[config.mk]
export PLATFORM = sky130hd
export DESIGN_NAME = std_mult_seq
export DESIGN_NICKNAME = d
export VERILOG_FILES = /design/src/rtl/std_mult_seq.sv
export SDC_FILE = /design/constraint.sdc
export NUM_CORES = 1
export LEC_CHECK = 0
export ABC_AREA = 1
export CORE_UTILIZATION = 51
export CTS_CLUSTER_SIZE = 40
export DETAILED_ROUTE_END_ITERATION = 10
export PLACE_DENSITY = 0.77
export SLEW_MARGIN = 10
export SYNTH_ARGS = -nofsm -noshare
export SYNTH_HDL_FRONTEND = slang
export SYNTH_SLANG_ARGS = --single-unit
export TNS_END_PERCENT = 30
[constraint.sdc]
create_clock -name clk -period 1.8 [get_ports clk]
set_input_delay 0.36 -clock clk [delete_from_list [all_inputs] [get_ports clk]]
set_output_delay 0.36 -clock clk [all_outputs]
set_load 0.02 [all_outputs]
[src/rtl/std_mult_seq.sv]
// Multi-cycle unsigned shift-add multiplier with a go/done handshake.
// Each cycle consumes one multiplier bit, so the latency is WIDTH+1 cycles no matter what the operands are.
module std_mult_seq #(
   parameter int WIDTH = 32
) (
   input  logic             clk,
   input  logic             reset,
   input  logic             go,
   input  logic [WIDTH-1:0] left,
   input  logic [WIDTH-1:0] right,
   output logic [WIDTH-1:0] out,
   output logic             done
);

   localparam int               CNT_W    = (WIDTH > 1) ? $clog2(WIDTH) : 1;
   localparam logic [CNT_W-1:0] LAST_CNT = CNT_W'(WIDTH - 1);

   if (WIDTH < 2 || WIDTH > 64) begin : g_width_check
      $error("std_mult_seq: WIDTH must be in the range 2..64");
   end

   typedef enum logic [1:0] {
      S_IDLE = 2'd0,
      S_BUSY = 2'd1,
      S_DONE = 2'd2
   } state_t;

   state_t           state;
   state_t           state_next;
   logic [WIDTH-1:0] mcand;
   logic [WIDTH-1:0] mplier;
   logic [WIDTH-1:0] acc;
   logic [WIDTH-1:0] acc_sum;
   logic [CNT_W-1:0] cnt;
   logic             last_iter;

   // The final add has to land in out on the same edge that leaves BUSY, so the sum is formed combinationally.
   always_comb begin
      state_next = state;
      acc_sum    = mplier[0] ? (acc + mcand) : acc;
      last_iter  = (cnt == LAST_CNT);
      unique case (state)
         S_IDLE:  if (go) state_next = S_BUSY;
         S_BUSY:  if (last_iter) state_next = S_DONE;
         S_DONE:  state_next = S_IDLE;
         default: state_next = S_IDLE;
      endcase
   end

   always_ff @(posedge clk or negedge reset) begin
      if (!reset) begin
         state <= S_IDLE;
      end else begin
         state <= state_next;
      end
   end

   // out is held across IDLE and BUSY, and is reloaded only on the edge that enters DONE.
   always_ff @(posedge clk or negedge reset) begin
      if (!reset) begin
         mcand  <= '0;
         mplier <= '0;
         acc    <= '0;
         cnt    <= '0;
         out    <= '0;
         done   <= 1'b0;
      end else begin
         done <= 1'b0;
         unique case (state)
            S_IDLE: begin
               if (go) begin
                  mcand  <= left;
                  mplier <= right;
                  acc    <= '0;
                  cnt    <= '0;
               end
            end
            S_BUSY: begin
               acc    <= acc_sum;
               mcand  <= mcand << 1;
               mplier <= mplier >> 1;
               cnt    <= cnt + 1'b1;
               if (last_iter) begin
                  out  <= acc_sum;
                  done <= 1'b1;
               end
            end
            default: begin
            end
         endcase
      end
   end

endmodule
==> out/results.ini <==
[setup_path]
r2r-start = mcand[0]
worstSetupEndpointType = flop
worst-setup-path-type = reg -> reg
crit_path_frequent_cell = nand2_1
r2r_cells = 10
arrival_ps = 2220
slowest_delay_ps = 400
cp_max_fo = 4
regToRegSetupSlack_ps = -110
crit_slowest_cell = fa_2
path_depth = 10
r2r_end = out[14]
crit_required_ps = 2110
worstSetupStartpointType = flop
path_cells = ha_2, fa_2, nand2_1, nand3_2, nand2_2, nand2_4, xnor2_4, nand2_1, nand3_1, nand2_1
cp_top_family = simple AND/OR/NAND/NOR gates
path_buf_inv = 0

[synth]
muxShareOfSynthArea_pct = 0
synth.top_cell.area_share_pct = 40.6
synth.avg_cell_area_um2 = 7.33
synth_area_leaders = dfrtp_1 41%, nand2_1 16%, inv_1 8.4%
synth_top_area_cell = dfrtp_1
post_synth_fa_ha_maj_area_fraction_pct = 5.16
synth_edf_count = 0
async_flop_share_pct = 100
syn_nets = 1244
ys_types = 40
ys.flop_type = dfrtp_1
synthSimpleGateAreaFrac_pct = 28.3
ys_seq_elements = 136
syn_area_mm2 = 0.00838
synth_warnings = 0
synth_compound_area_share_pct = 13.1
synth_top_family_by_area = simple AND/OR/NAND/NOR gates
synth_xor_area_share_pct = 1.57
ys_seq_area_share_pct = 40.6
synth_cells = 1143

[power]
p_clk_share_pct = 12.5
p_sw_mw = 12.8
leakagePower_nw = 5.86
p_seq_share_pct = 21.6
p_total_mw = 27.4
powerDensity_mw_per_mm2 = 2370
power_frac_comb_pct = 65.9
swShare_pct = 46.7
internal_power_mw = 14.6
ir_drop_mv = 1.07

[global_routing]
grt_max_degree = 64
first_global_vias = 7880
grt-ovfl-total = 0
gr-usage-all-layers_pct = 29.6
antenna_found_initial = 0
grt_pass1_wl_um = 38200

[run]
maxCapViolations = 0

[final_layout]
final_cell_area_mm2 = 0.0115
synthToLayoutAreaGrowth_pct = 37.4
fin_nets = 1410
antenna_cells = 0
mostFrequentLayoutCells = 312 x nand2_1, 181 x inv_1, 133 x dfrtp_1
final_cells = 1536
final_common_cell = nand2_1
fillers = 1221
drive_gt1_share_pct = 22.7

[clock_network]
cts_root_buf = clkbuf_16
cts_tree = yes
cts_max_level = 4
clk_pin_slew_worst_paths_ps = 60
cts.sinks = 136
cts.path.max_buffers = 2
cts_made_buffers = 17
clkLatencyLatePin_ps = 430

[sta]
fin_crit_sh_pct = 106
finalHoldViolCount = 0
period_needed_ps = 1910
slew_viol_final = 0
fin_skew_ps = 7.96
setup_tns_ps = -1990
setup_violations = 36
fin_ws_ps = -105
worst_pin_slew_ps = 555
rsz0062_at_grt = true
fmax_mhz = 525
relSlewSlack_pct = 63.0

[place]
hpwlAfterDp_um = 16200
gp_congestion = 0.954
portBuffers = 99
postPlaceCellArea_mm2 = 0.0101
place_inst = 1499

[floorplan]
ios = 100
die_area_mm2 = 0.0170
initial_core_util_pct = 52.6
num_rows = 46
core_region_area_mm2 = 0.0159
die_height_um = 130
die_x_um = 130

[drt]
antenna_left = 0
wl_per_cell_um = 15.4
drtIter0Drc = 536
first_pass_iters = 7
routed_wl_um = 23600
via_per_inst = 5.22
drcViolationCount = 0
dr_total_vias = 8011

[run_status]
violations = setup timing
status = finished with violations

[min_path]
hold_path.class = in -> async

## per-stage QoR
step           worst slack [ps]  utilization [%]  hold WS (ps)
2_1_floorplan              1.16                -          64.4
3_3_place_gp               -157             63.7           321
3_5_place_dp               -198             63.7           321
4_1_cts                   -86.4             70.9           441
5_1_grt                    -242             72.3           481
6_report                   -105             72.3           427
## kinds of logic (layout without fill, tap and decap cells)
kind of cell,count (synthesis),after routing
AOI/OAI and AO/OA,181,181
xor gates and xnor gates,15,15
adders and majority gates,34,34
buffers and inverters,238,415
DFF,136,136
and+or+nand+nor,539,539
## registers in the layout (all words and copies together) (netlist names)
name / cells
out: 32
done: 1
mplier: 32
acc: 32
state: 2
mcand: 32
cnt: 5
## cells in the mapped netlist (5+ instances only)
library cell    n
a21oi_1        21
a22oi_1        42
buf_2          16
buf_4           7
clkbuf_1       15
dfrtp_1       136
ha_1           33
inv_1         188
inv_2           8
nand2_1       348
nand2_2        12
nand3_1        83
nand3_2        15
nor2_1         47
nor2_2          5
o21ai_0        69
o21ai_1        14
o221ai_1        8
o22ai_1        14
or2_2          15
xnor2_1         8
xor2_1          7
## area by class of cell
| type | count | area (um2) | area share, % |
|---|---|---|---|
| timing repair buffer | 188 | 1760 | 15.3 |
| multi-input combinational | 769 | 4770 | 41.4 |
| clock buffer | 23 | 468 | 4.06 |
| clock inverter | 7 | 96.3 | 0.836 |
| tap | 216 | 270 | 2.35 |
| inverter | 197 | 747 | 6.48 |
| sequential | 136 | 3410 | 29.6 |
## how the worst max path moves through the flow
stage               startpoint  slack, ps      end
CTS                   mcand[0]        -90  out[14]
finish                mcand[0]       -110  out[14]
floorplan             mcand[0]          1  acc[24]
global placement      mcand[0]       -160  acc[24]
global route          mcand[0]       -240  out[18]
detailed placement    mcand[0]       -200  out[24]
## power groups by stage
stage | logic [mW] | clock network [mW] | registers [mW]
final | 18.0 | 3.41 | 5.91
after global routing | 19.9 | 3.57 | 6.07
after CTS | 17.2 | 3.43 | 5.87
after detailed placement | 15.3 | 0 | 5.62
after global placement | 15.0 | 0 | 5.59
after floorplan | 9.85 | 0 | 5.88
## layer usage
layer,global-route usage (%),part of all wire (%),up-vias
met4,12.4,2.4,0
li1,-,-,3978
met3,5.62,4.9,47
met2,50.5,49,232
met1,36.6,44,3754
met5,0,0,-
## timing repair
action | CTS | global route
hold buffers | 1 | 0
gates cloned | 0 | 0
pin swaps | 30 | 20
endpoints found under the setup margin | 61 | 62
resized for setup | 105 | 51
endpoints found under the hold margin | 39 | 0
buffers inserted | 3 | 3
(Power assumes the default switching activity.)
